### src/rtl/controle_busca_pkg.sv
// pacote_busca: definitions shared by the fetch sequencer and anything that
// instantiates it.
//   - estado_t: 2-bit encoding of the fetch FSM states
//   - default width, reset PC and sequential step
package pacote_busca;

    localparam int unsigned LARGURA_PAD    = 32;
    localparam int unsigned PC_RESET_PAD   = 32'h0000_0000;
    localparam int unsigned INCREMENTO_PAD = 4;

    typedef enum logic [1:0] {
        OCIOSO   = 2'd0,
        BUSCA    = 2'd1,
        CHEIO    = 2'd2,
        DESCARTE = 2'd3
    } estado_t;

endpackage

### src/rtl/controle_busca.sv
// controle_busca: fetch-stage sequencer between PC/branch logic and a
// variable-latency instruction memory. It owns the PC, keeps one request in
// flight, and buffers up to two instructions (output buffer + pending slot)
// while decode stalls. A redirect flushes both and drops any in-flight response.
//
// Ports
//   clock, reset_n           clock (rising edge), async active-low reset
//   stall                    decode cannot take the buffered instruction
//   PCSrc, endereco_desvio   redirect request and its target
//   mem_req, mem_endereco    fetch request and address (decoded from regs)
//   mem_pronto, mem_dado     memory response strobe and instruction word
//   instrucao, pc4_out       buffered instruction and its address + step
//   valido                   instrucao/pc4_out hold a valid instruction
//
// state    | meaning
// OCIOSO   | just out of reset, no request yet
// BUSCA    | request for pc outstanding, buffer may hold one word
// CHEIO    | buffer and pending slot both full, no request
// DESCARTE | redirected while a request was in flight; drop its response
module controle_busca
    import pacote_busca::*;
#(
    parameter int unsigned LARGURA    = LARGURA_PAD,
    parameter int unsigned PC_RESET   = PC_RESET_PAD,
    parameter int unsigned INCREMENTO = INCREMENTO_PAD
) (
    input  logic               clock,
    input  logic               reset_n,
    input  logic               stall,
    input  logic               PCSrc,
    input  logic [LARGURA-1:0] endereco_desvio,
    output logic               mem_req,
    output logic [LARGURA-1:0] mem_endereco,
    input  logic               mem_pronto,
    input  logic [LARGURA-1:0] mem_dado,
    output logic [LARGURA-1:0] instrucao,
    output logic [LARGURA-1:0] pc4_out,
    output logic               valido
);

    localparam logic [LARGURA-1:0] PASSO   = LARGURA'(INCREMENTO);
    localparam logic [LARGURA-1:0] PC_INIC = LARGURA'(PC_RESET);

    estado_t            estado, proximo;
    logic [LARGURA-1:0] pc;
    logic [LARGURA-1:0] pc_antigo;
    logic [LARGURA-1:0] pend_instr;
    logic [LARGURA-1:0] pend_pc4;
    logic [LARGURA-1:0] pc_mais;
    logic               consumo;

    // Wraps modulo 2^LARGURA by construction.
    assign pc_mais = pc + PASSO;
    assign consumo = valido && !stall;

    always_ff @(posedge clock or negedge reset_n) begin
        if (!reset_n) begin
            estado <= OCIOSO;
        end else begin
            estado <= proximo;
        end
    end

    always_comb begin
        proximo = estado;
        case (estado)
            OCIOSO: proximo = BUSCA;
            BUSCA: begin
                if (PCSrc) begin
                    proximo = mem_pronto ? BUSCA : DESCARTE;
                end else if (mem_pronto && valido && stall) begin
                    proximo = CHEIO;
                end
            end
            CHEIO: begin
                if (PCSrc || consumo) begin
                    proximo = BUSCA;
                end
            end
            DESCARTE: begin
                if (!PCSrc && mem_pronto) begin
                    proximo = BUSCA;
                end
            end
            default: proximo = OCIOSO;
        endcase
    end

    // In DESCARTE the memory still serves the old request, so its address is
    // held from pc_antigo while pc already carries the redirect target.
    always_comb begin
        mem_req      = (estado == BUSCA) || (estado == DESCARTE);
        mem_endereco = (estado == DESCARTE) ? pc_antigo : pc;
    end

    always_ff @(posedge clock or negedge reset_n) begin
        if (!reset_n) begin
            pc         <= PC_INIC;
            pc_antigo  <= '0;
            instrucao  <= '0;
            pc4_out    <= '0;
            valido     <= 1'b0;
            pend_instr <= '0;
            pend_pc4   <= '0;
        end else if (PCSrc) begin
            valido     <= 1'b0;
            pend_instr <= '0;
            pend_pc4   <= '0;
            pc         <= endereco_desvio;
            // A repeated redirect in DESCARTE must keep the address of the
            // request that is really outstanding.
            if (estado == BUSCA) begin
                pc_antigo <= pc;
            end
        end else begin
            case (estado)
                BUSCA: begin
                    if (mem_pronto) begin
                        pc <= pc_mais;
                        if (!valido || !stall) begin
                            instrucao <= mem_dado;
                            pc4_out   <= pc_mais;
                            valido    <= 1'b1;
                        end else begin
                            pend_instr <= mem_dado;
                            pend_pc4   <= pc_mais;
                        end
                    end else if (consumo) begin
                        valido <= 1'b0;
                    end
                end
                CHEIO: begin
                    if (consumo) begin
                        instrucao <= pend_instr;
                        pc4_out   <= pend_pc4;
                    end
                end
                default: begin
                    if (consumo) begin
                        valido <= 1'b0;
                    end
                end
            endcase
        end
    end

endmodule

### config.mk
export PLATFORM = sky130hd
export DESIGN_NAME = controle_busca
export DESIGN_NICKNAME = d
export VERILOG_FILES = /design/src/rtl/controle_busca_pkg.sv /design/src/rtl/controle_busca.sv
export SDC_FILE = /design/constraint.sdc
export NUM_CORES = 1
export LEC_CHECK = 0
export CORE_AREA = 2 2 148 150
export CTS_CLUSTER_SIZE = 10
export DETAILED_ROUTE_END_ITERATION = 10
export DIE_AREA = 0 0 150 152
export PLACE_DENSITY = 0.7
export SLEW_MARGIN = 20
export SYNTH_ARGS = -nofsm -noshare
export SYNTH_HDL_FRONTEND = slang
export SYNTH_SLANG_ARGS = --single-unit
### constraint.sdc
create_clock -name clock -period 2.55 [get_ports clock]
set_input_delay 0.3825 -clock clock [delete_from_list [all_inputs] [get_ports clock]]
set_output_delay 0.3825 -clock clock [all_outputs]
set_load 0.01 [all_outputs]
# ---- After elaboration in Yosys (flattened, before gate mapping)
# Cells that the tools add are included.
# W data, S select, Z words.
dict set report op_classes {
  n_addsub 1
  n_eq_ne 12
  mux 31
  n_bitwise 1
  reduce_logical 20
}
# cell count
set op_table {}
lappend op_table {{$mux W32} 18}
lappend op_table {{$pmux W32 S2} 2}
lappend op_table {{$add A32 B3 Y32 const B} 1}
lappend op_table {{$ne A2 B2 Y1 const B} 6}
lappend op_table {{$mux W2} 5}
lappend op_table {{$pmux W2 S4} 1}
lappend op_table {{$reduce_and A2 Y1} 3}
lappend op_table {{$reduce_and A3 Y1} 2}
lappend op_table {{$reduce_bool A2 Y1} 3}
lappend op_table {{$reduce_and A5 Y1} 1}
lappend op_table {{$eq A2 B2 Y1 const B} 2}
lappend op_table {{$logic_and A1 B1 Y1} 4}
lappend op_table {{$mux W1} 4}
lappend op_table {{$ne A4 B3 Y1 const B} 1}
lappend op_table {{$logic_not A1 Y1} 3}
lappend op_table {{$logic_or A1 B1 Y1} 3}
lappend op_table {{$ne A3 B3 Y1 const B} 1}
lappend op_table {{$eq A2 B1 Y1 const B} 1}
lappend op_table {{$logic_not A2 Y1} 1}
lappend op_table {{$ne A2 B1 Y1 const B} 1}
lappend op_table {{$pmux W1 S2} 1}
lappend op_table {{$not A1 Y1} 1}
dict set report totals {
  regBits 195
  out_inout_bits 98
  elab_cells 73
}

# ---- Depth between registers and ports, before layout
# Gate-level depths: netlist (run 1).
dict set report logic_depth {
  depth_word 6
  ltp_mapped 10
  mapped_depth_nobuf 6
}

# ---- Worst setup path after synthesis (run 1)
# OpenSTA, ideal clock, no wires.
dict set report synth_timing {
  path_kind {reg-to-reg}
  start {register pc[2]}
  end {register pc4_out[26]}
  arrival_time_ns 1.674
  t_required_ns 2.426
  slack_ns 0.752
  path_stages_with_launch 8
  synth_period_minus_slack_ns 1.798
  path_cell_list {dfrtp_1 ha_1 and3_2 buf_4 nand4_4 o31a_1 nor3_1 o21ai_1}
}
dict set report synth_via {
  elab_chain_cells 4
}
# item line
set synth_rtl {}
lappend synth_rtl {{start, declared} controle_busca.sv:45} ;# logic [LARGURA-1:0] pc;
lappend synth_rtl {{start signal, assigned} controle_busca.sv:109} ;# pc <= endereco_desvio;
lappend synth_rtl {{start signal, assigned} controle_busca.sv:119} ;# pc <= pc_mais;
lappend synth_rtl {{$add A32 B3 Y32} controle_busca.sv:53} ;# assign pc_mais = pc + PASSO;
lappend synth_rtl {{$mux W32} controle_busca.sv:120} ;# if (!valido || !stall) begin
lappend synth_rtl {{$mux W32} controle_busca.sv:118} ;# if (mem_pronto) begin
lappend synth_rtl {{$pmux W32 S2} controle_busca.sv:116} ;# case (estado)
lappend synth_rtl {{end signal, assigned} controle_busca.sv:122} ;# pc4_out <= pc_mais;
lappend synth_rtl {{end signal, assigned} controle_busca.sv:135} ;# pc4_out <= pend_pc4;
lappend synth_rtl {{end, declared} controle_busca.sv:37} ;# output logic [LARGURA-1:0] pc4_out,
# No other way between the ends. The select of a mux whose other input is x is not followed.
# A chain may end at the register's enable or synchronous reset.

# ---- Worst setup path in the final report (run 1)
dict set report layout_timing {
  start {register estado[1]}
  end {output mem_endereco[16]}
}
dict set report layout_via {
  elab_chain_cells 2
}
# item line
set layout_rtl {}
lappend layout_rtl {{start, declared} controle_busca.sv:44} ;# estado_t estado, proximo;
lappend layout_rtl {{start signal, assigned} controle_busca.sv:60} ;# estado <= proximo;
lappend layout_rtl {{$eq A2 B2 Y1} controle_busca.sv:93} ;# mem_endereco = (estado == DESCARTE) ? pc_antigo : pc;
lappend layout_rtl {{$mux W32} controle_busca.sv:93}
lappend layout_rtl {{end, declared} controle_busca.sv:33} ;# output logic [LARGURA-1:0] mem_endereco,
# No other way between the ends.

==> results of run 1 <==
[power by group through the flow]
stage | Combinational (W) | Clock [W] | Sequential, W
after floorplan | 0.00110 | 0 | 0.00409
after global placement | 0.00241 | 0 | 0.00407
after detailed placement | 0.00243 | 0 | 0.00410
after CTS | 0.00248 | 0.00279 | 0.00404
after global routing | 0.00266 | 0.00292 | 0.00412
final | 0.00244 | 0.00272 | 0.00404
[worst register-to-register path: cells and delay by family (launching register included)]
| family | cells | cell delay (ns) |
|---|---|---|
| DFF | 1 | 0.50 |
| xor gates and xnor gates | 1 | 0.27 |
| AOI/OAI and AO/OA | 1 | 0.13 |
| and+or+nand+nor | 3 | 0.85 |
| adders and majority gates | 1 | 0.30 |
[routing by layer]
metal,routed length (µm),GRT usage [%],vias to the layer above
met3,1580,4.44,23
met2,11300,34.1,236
li1,-,-,3467
met4,397,5.30,0
met5,0,0,-
met1,11000,32.1,3526
[per-stage QoR]
step / power (W) / area (µm²)
6_report: 0.00920 / 11900
5_1_grt: 0.00970 / 11900
4_1_cts: 0.00931 / 11900
3_5_place_dp: 0.00654 / 11300
3_3_place_gp: 0.00647 / 11300
2_1_floorplan: 0.00519 / 9440
[worst max path at each step]
| stage | end | slack, ns | cells after the start | startpoint |
|---|---|---|---|---|
| final | mem_endereco[16] | 0.07 | 4 | estado[1] |
| after global routing | mem_endereco[16] | 0.008 | 4 | estado[1] |
| after CTS | mem_endereco[16] | 0.006 | 4 | estado[1] |
| after detailed placement | pc4_out[7] | 0.25 | 7 | stall |
| after global placement | pc[29] | 0.26 | 6 | mem_pronto |
| after floorplan | pc4_out[26] | 0.75 | 7 | pc[2] |
[cells by family (layout without fill, tap and decap cells)]
group	count (synthesis)	count (layout)	share of synthesized area, %
AOI/OAI and AO/OA	195	195	13.2
xor gates and xnor gates	52	52	4.82
adders and majority gates	2	2	0.238
and+or+nand+nor	323	323	16.9
DFF	195	195	51.7
buffers and inverters	86	231	5.33
muxes	66	66	7.86
other	0	1	0
[cells in the mapped netlist (8+ instances only)]
| cell | instances | area share, % |
|---|---|---|
| xor2_1 | 11 | 1.0 |
| nand2_1 | 164 | 6.5 |
| nor4_1 | 8 | 0.53 |
| clkbuf_1 | 24 | 0.95 |
| a31oi_1 | 36 | 2.4 |
| buf_2 | 28 | 1.5 |
| dfrtp_1 | 195 | 52 |
| nand3_1 | 15 | 0.79 |
| buf_6 | 8 | 0.95 |
| o22ai_1 | 11 | 0.73 |
| nor2_1 | 65 | 2.6 |
| a22o_1 | 35 | 3.2 |
| o21ai_0 | 44 | 2.3 |
| buf_4 | 15 | 1.2 |
| o21ai_1 | 24 | 1.3 |
| xnor2_1 | 41 | 3.8 |
| mux2_2 | 65 | 7.8 |
| nor3_1 | 19 | 1.0 |
| a21oi_1 | 17 | 0.90 |
[state kept, by name (all words and copies together) (netlist names)]
signal,count
estado,2
pc,32
pend_instr,32
pc_antigo,32
instrucao,32
pc4_out,32
pend_pc4,32
valido,1
[cell usage in the layout (no fill, tap or decap), types with 3 or more instances in the layout]
cell / count
dfrtp_1: 194
clkdlybuf4s50_1: 164
nand2_1: 163
mux2_2: 65
nor2_1: 65
o21ai_0: 44
xnor2_1: 41
a31oi_1: 35
a22o_1: 35
o21ai_1: 23
buf_4: 22
nor3_1: 19
a21oi_1: 17
clkbuf_16: 17
nand3_1: 15
xor2_1: 11
o22ai_1: 11
nor4_1: 8
o211ai_1: 6
buf_12: 6
and3_1: 5
nand4_1: 5
nor4_2: 5
a211oi_1: 5
o31ai_1: 5
clkinvlp_4: 5
inv_1: 4
nand4_4: 4
o31a_1: 4
and3_2: 3
nand3_2: 3
and4_1: 3
a21o_1: 3
inv_6: 3
clkinv_4: 3
[final cells by class]
type / instances / share of cell area (%)
Sequential cell: 195 / 40.9
Multi-Input combinational cell: 638 / 34.5
Timing Repair Buffer: 195 / 16.5
Clock buffer: 17 / 3.57
Tap cell: 280 / 2.94
Clock inverter: 15 / 1.45
Inverter: 4 / 0.126
Antenna cell: 1 / 0.0210
[timing repair]
action,CTS,global route
hold buffers,0,0
pin swaps,0,0
endpoints found under the setup margin,1,32
resized for setup,3,1
gates cloned,1,0
==> flow_summary.yaml, run 1 <==
power:
  powerDensity_mw_per_mm2: 771
  p_sw_w: 0.00270
  seqPwrFrac_pct: 43.9
  combPwrFrac_pct: 26.6
  peakVddDrop_mv: 0.486
  p_sw_share_pct: 29.4
  p_int_w: 0.00650
  leakagePower_nw: 4.91
  power_frac_clock_pct: 29.5
clock_network:
  cts_setup_buffers: 0
  path_clk_slew_ns: 0.07
  clock_tree.root_cell: "clkbuf_16"
  clk_path_buf_depth: 2
  cts_tree: "yes"
  cts.htree.levels: 4
  cts_made_buffers: 17
  insertion_delay_ns: 0.43
  cts.sinks: 195
worst_setup_path:
  cp_max_fo: 16
  reg2reg_depth: 6
  critPathLaunchType: "register"
  crit_arrival_ns: 2.09
  path_cells: "nand2_4, buf_12, mux2_2, clkdlybuf4s50_1"
  r2r_start: "pc[2]"
  path_buf_inv: 2
  r2r_slack_ns: 0.36
  critPathKind: "register to output port"
  crit_required_ns: 2.17
  regToRegEndpoint: "pend_pc4[20]"
  path_delay_family: "buffers and inverters"
  max_stage_delay_ns: 0.48
  crit_path_top_delay_cell: "clkdlybuf4s50_1"
  cp-end-kind: "output port"
global_routing:
  antenna_found_initial: 1
  grt_first_pass_wirelength_um: 40200
  grt_max_degree: 81
  grt_pass1_vias: 7359
  grtUsageTotal_pct: 22.1
  gr-total-overflow: 0
yosys:
  synth.avg_cell_area_um2: 10.3
  synthCells: 919
  async_flop_share_pct: 100
  syn_area_mm2: 0.00944
  synth_warnings: 0
  seq_area_frac_synth_pct: 51.7
  syn_nets: 989
  synth_flop_cell: "dfrtp_1"
  synth-seq-cells: 195
  synth_edf_count: 0
  synthDistinctLibCells: 58
timing:
  finalClockSkew_ns: 0.0115
  rsz0062_at_grt: "no"
  tns_ns: 0
  max_freq_mhz: 404
  slew_headroom_pct: 50.1
  min_period_ns: 2.48
  setup_violations: 0
  worst_pin_slew_ns: 0.748
  period_share_pct: 97.1
  hold_viol: 11
  fin_ws_ns: 0.0744
  hold_slack_ns: -0.0125
  drv_slew: 0
cells_and_area:
  nFillCells: 1920
  final_core_util_pct: 55.9
  areaGrowthSynthToFinish_pct: 26.3
  regArea_mm2: 0.00488
  drive_above_1_share_pct: 15.1
  stdcell_count: 1345
  final_nets: 1121
  multiInputGateArea_mm2: 0.00411
detailed_routing:
  drtIter0Drc: 455
  antenna_left: 0
  via_count: 7252
  vias_per_cell: 5.39
  drtPass1Iterations: 5
  routed_wl_um: 24300
  drcViolationCount: 0
  wire_per_inst_um: 18.0
die:
  die_h_um: 152
  rows: 54
  dieWidth_um: 150
  initial_core_util_pct: 44.2
  ios: 167
  core_area_mm2: 0.0214
  die-area_mm2: 0.0228
place:
  hpwl_um: 16200
  routabilityCongestion: 0.858
  port_buffers: 166
  dp_cells: 1311
  dp_worst_setup_slack_ns: 0.245
run:
  drv_cap: 0
outcome:
  status: "complete, but fails checks"
  violations: "hold timing"
min_path:
  hold_class: "input port to async pin"
No activity file was read; power rests on OpenSTA's default activity.
==> run 2: changes to the inputs <==
Settings changed: GPL_TIMING_DRIVEN from default to 0.
==> flow_summary.yaml, run 2 (same netlist as run 1, synthesis figures left out) <==
outcome:
  status: "complete, but fails checks"
  violations: "hold timing"
power:
  p_sw_share_pct: 28.5
  leakagePower_nw: 5.09
  p_int_w: 0.00661
  powerDensity_mw_per_mm2: 761
  seqPwrFrac_pct: 43.2
  power_frac_clock_pct: 29.4
  p_sw_w: 0.00264
  combPwrFrac_pct: 27.4
  finalPower_w: 0.00924
  peakVddDrop_mv: 0.499
timing:
  rsz0062_at_grt: "no"
  slew_headroom_pct: 56.5
  setup_violations: 0
  worst_pin_slew_ns: 0.653
  finalClockSkew_ns: 0.00831
  period_share_pct: 97.9
  hold_viol: 29
  min_period_ns: 2.50
  drv_slew: 0
  fin_ws_ns: 0.0529
  hold_slack_ns: -0.0428
  max_freq_mhz: 400
clock_network:
  ctsHoldBuffers: 0
  cts.sinks: 195
  path_clk_slew_ns: 0.07
  cts_made_buffers: 17
  cts.htree.levels: 4
  cts_tree: "yes"
  clock_tree.root_cell: "clkbuf_16"
  clk_path_buf_depth: 2
  cts_setup_buffers: 0
  insertion_delay_ns: 0.43
place:
  hpwl_um: 18500
  dp_cells: 1366
  routabilityCongestion: 0.829
  port_buffers: 165
  dp_worst_setup_slack_ns: -0.0284
global_routing:
  grt_pass1_vias: 7380
  gr-total-overflow: 0
  grt_first_pass_wirelength_um: 40800
  grt_max_degree: 99
  grtUsageTotal_pct: 23.0
  antenna_found_initial: 0
worst_setup_path:
  crit_arrival_ns: 2.11
  reg2reg_depth: 6
  regToRegEndpoint: "pend_pc4[20]"
  critPathKind: "register to output port"
  r2r_slack_ns: 0.25
  critPathLaunchType: "register"
  crit_required_ns: 2.17
  cp-end-kind: "output port"
  r2r_start: "pc[2]"
  cp_max_fo: 10
cells_and_area:
  antenna_cells: 0
  final_cell_mix: "dfrtp_1, nand2_1, clkdlybuf4s50_1"
  nFillCells: 1900
  stdcell_count: 1397
  final_common_cell: "dfrtp_1"
  areaGrowthSynthToFinish_pct: 28.6
  final_core_util_pct: 56.9
  final_nets: 1175
  drive_above_1_share_pct: 16.3
die:
  core_area_mm2: 0.0214
  die_h_um: 152
  rows: 54
  ios: 167
  initial_core_util_pct: 44.2
  dieWidth_um: 150
  die-area_mm2: 0.0228
detailed_routing:
  drtIter0Drc: 555
  wire_per_inst_um: 18.4
  drcViolationCount: 0
  via_count: 7535
  vias_per_cell: 5.39
  routed_wl_um: 25800
  antenna_left: 0
  drtPass1Iterations: 5
min_path:
  hold_class: "input port to async pin"
run:
  drv_cap: 0
## run 2: changes by cell type in the layout (fill, tap and decap cells not counted), moves of 3 or more
cell / before / now
buf_2: 1 / 28
clkinvlp_4: 5 / 2
buf_4: 22 / 15
clkbuf_1: 0 / 27
clkbuf_8: 1 / 5
buf_8: 0 / 3
buf_6: 0 / 9
buf_12: 6 / 1
## run 2: cell type report
class,instances,area (µm²),area share (%)
flip-flops and latches,195,4880,40.2
multi-input cells,638,4080,33.6
repair buffers,167,1710,14.1
plain buffers,82,518,4.27
clock buffers,24,492,4.05
well taps,280,350,2.88
clock inverters,7,97.6,0.804
inverters,4,15.0,0.124
## run 2: how the worst max path moves through the flow
stage	startpoint	end	slack [ns]	depth (start not counted)
4_1_cts	estado[0]	mem_endereco[16]	0.03	5
3_3_place_gp	reset_n	pc_antigo[23]	-7.07	1
5_1_grt	estado[1]	mem_endereco[27]	0.004	4
3_5_place_dp	estado[0]	mem_endereco[8]	-0.03	5
2_1_floorplan	pc[2]	pc4_out[26]	0.75	7
6_report	estado[1]	mem_endereco[16]	0.05	4
## run 2: per-stage QoR
step | area, µm² | setup TNS [ns]
2_1_floorplan | 9440 | 0
6_report | 12100 | 0
3_5_place_dp | 11500 | -0.133
3_3_place_gp | 11400 | -1376.33
5_1_grt | 12100 | 0
4_1_cts | 12100 | 0
## run 2: timing repair
item	in CTS	in global routing
setup endpoints to repair	30	7
resized for setup	11	4
cloned	0	0
## run 2: worst max-delay path: stages, from the launching register on
cell and delay, ns:
dfrtp_1 0.51, nand2_8 0.16, buf_8 0.15, mux2_2 0.36, clkdlybuf4s50_1 0.49
## run 2: metal layers
layer	part of all wire (%)	wire length (µm)	track usage (%)	vias to the layer above
li1	-	-	-	3574
met1	45	11600	33.0	3652
met2	46	12000	35.7	274
met3	6.6	1700	3.96	35
met4	2.0	528	7.14	0
met5	0	0	0	-
## run 2: power groups by stage
| stage | Clock (W) | Combinational [W] | Sequential, W |
|---|---|---|---|
| CTS | 0.00276 | 0.00255 | 0.00399 |
| global placement | 0 | 0.00249 | 0.00402 |
| finish | 0.00272 | 0.00253 | 0.00399 |
| floorplan | 0 | 0.00110 | 0.00409 |
| detailed placement | 0 | 0.00252 | 0.00404 |
| global route | 0.00289 | 0.00274 | 0.00406 |
==> run 3: changes to the inputs <==
Settings changed: SETUP_SLACK_MARGIN from default to 0.4, SLEW_MARGIN 20 to 25.
==> flow_summary.yaml, run 3 (same netlist as run 1, synthesis figures left out) <==
clock_network:
  cts.htree.levels: 4
  cts_tree: "yes"
  clk_path_buf_depth: 2
  clock_tree.root_cell: "clkbuf_16"
  cts.sinks: 195
  cts_made_buffers: 17
  path_clk_slew_ns: 0.07
  insertion_delay_ns: 0.44
detailed_routing:
  via_count: 7655
  antenna_left: 0
  wire_per_inst_um: 18.5
  drcViolationCount: 0
  vias_per_cell: 5.43
  drtIter0Drc: 478
  routed_wl_um: 26000
  drtPass1Iterations: 5
worst_setup_path:
  cp-end-kind: "output port"
  crit_path_top_delay_cell: "dfrtp_1"
  cp_max_fo: 8
  path_cells: "buf_6, nand2_8, buf_4, mux2_2, clkdlybuf4s15_1"
  crit_arrival_ns: 1.83
  max_stage_delay_ns: 0.37
  critPathLaunchType: "register"
  crit_required_ns: 2.17
  critPathKind: "register to output port"
cells_and_area:
  final_common_cell: "dfrtp_1"
  drive_above_1_share_pct: 19.9
  nFillCells: 1895
  antenna_cells: 0
  areaGrowthSynthToFinish_pct: 30.8
  final_cell_mix: "dfrtp_1, nand2_1, clkdlybuf4s50_1"
  stdcell_count: 1409
  final_nets: 1186
timing:
  drv_slew: 0
  finalClockSkew_ns: 0.00954
  slew_headroom_pct: 58.0
  hold_slack_ns: 0.349
  hold_viol: 0
  rsz0062_at_grt: "yes"
  period_share_pct: 86.7
  max_freq_mhz: 452
  tns_ns: 0
  min_period_ns: 2.21
  setup_violations: 0
  worst_pin_slew_ns: 0.630
place:
  port_buffers: 165
  dp_cells: 1366
  routabilityCongestion: 0.829
  hpwl_um: 18600
die:
  rows: 54
  initial_core_util_pct: 44.2
  die_h_um: 152
  die-area_mm2: 0.0228
  ios: 167
  dieWidth_um: 150
  core_area_mm2: 0.0214
global_routing:
  gr-total-overflow: 0
  grt_util_met2_pct: 36.3
  antenna_found_initial: 0
  top_usage_layer: "met2"
  grt_pass1_vias: 7584
  grt_max_degree: 95
  grtUsageTotal_pct: 23.3
  grt_first_pass_wirelength_um: 41400
  use_met3_pct: 3.93
  use_met1_pct: 33.3
run:
  drv_cap: 0
power:
  powerDensity_mw_per_mm2: 760
  peakVddDrop_mv: 0.521
  leakagePower_nw: 5.29
min_path:
  hold_class: "input port to async pin"
outcome:
  status: "complete, no violations"
==> run 3: changes by cell type in the layout (fill, tap and decap cells not counted), moves of 13 or more <==
cell	delta
clkdlybuf4s50_1	-31
mux2_2	-15
clkbuf_2	+13
buf_6	+16
mux2_4	+15
==> run 3: metal layers <==
layer / routed length (µm) / up-vias / part of all wire, %
met1: 11800 / 3763 / 45
li1: - / 3599 / -
met3: 1580 / 36 / 6.1
met2: 12100 / 257 / 47
met4: 511 / 0 / 2.0
met5: 0 / - / 0
==> run 3: layout make-up <==
type / count / area [µm²] / share of cell area (%)
Buffer: 82 / 536 / 4.34
Clock buffer: 21 / 450 / 3.65
Clock inverter: 11 / 151 / 1.23
Inverter: 4 / 15.0 / 0.122
Multi-Input combinational cell: 638 / 4140 / 33.5
Sequential cell: 195 / 4880 / 39.5
Tap cell: 280 / 350 / 2.84
Timing Repair Buffer: 178 / 1830 / 14.8
==> run 3: where the power goes <==
group          leakage [nW]  switching, W  internal (W)
Combinational          2.60       0.00116       0.00147
Sequential             2.40      0.000350       0.00364
Clock                 0.292       0.00119       0.00158
==> run 3: path summary, 6_finish.rpt <==
check,from,to,slack (ns),cells past startpoint
hold / removal,reset_n,pend_instr[27],0.35,2
hold reg to reg,pend_pc4[6],pend_pc4[6],0.48,2
min in group clock,pend_pc4[6],pend_pc4[6],0.48,2
setup reg to reg,estado[1],pc4_out[7],0.50,8
setup / recovery,estado[0],mem_endereco[31],0.34,5
max in group asynchronous,reset_n,pc[28],1.54,3
==> run 3: what timing repair did <==
action / 4_1_cts / 5_1_grt
buffers inserted: 1 / 6
hold buffers: 1 / 0
endpoints found under the hold margin: 10 / 0
endpoints found under the setup margin: 36 / 49
pin swaps: 0 / 2
gates resized for setup: 69 / 94
gates cloned: 1 / 2
==> run 3: through the flow <==
stage	instance area (µm²)	total power [W]	worst slack, ns	util [%]
floorplan	9440	0.00519	0.752	-
global placement	11400	0.00651	-7.07	53.6
detailed placement	11500	0.00657	-0.0265	53.9
CTS	12200	0.00930	0.283	57.0
global route	12400	0.00987	0.306	57.8
finish	12400	0.00939	0.339	57.8
==> run 3: worst max-delay path, delay by kind of cell (launching register included) <==
family,cells,cell delay [ns]
AND/OR/NAND/NOR,1,0.15
multiplexers,1,0.35
buffers and inverters,3,0.52
flip-flops,1,0.37
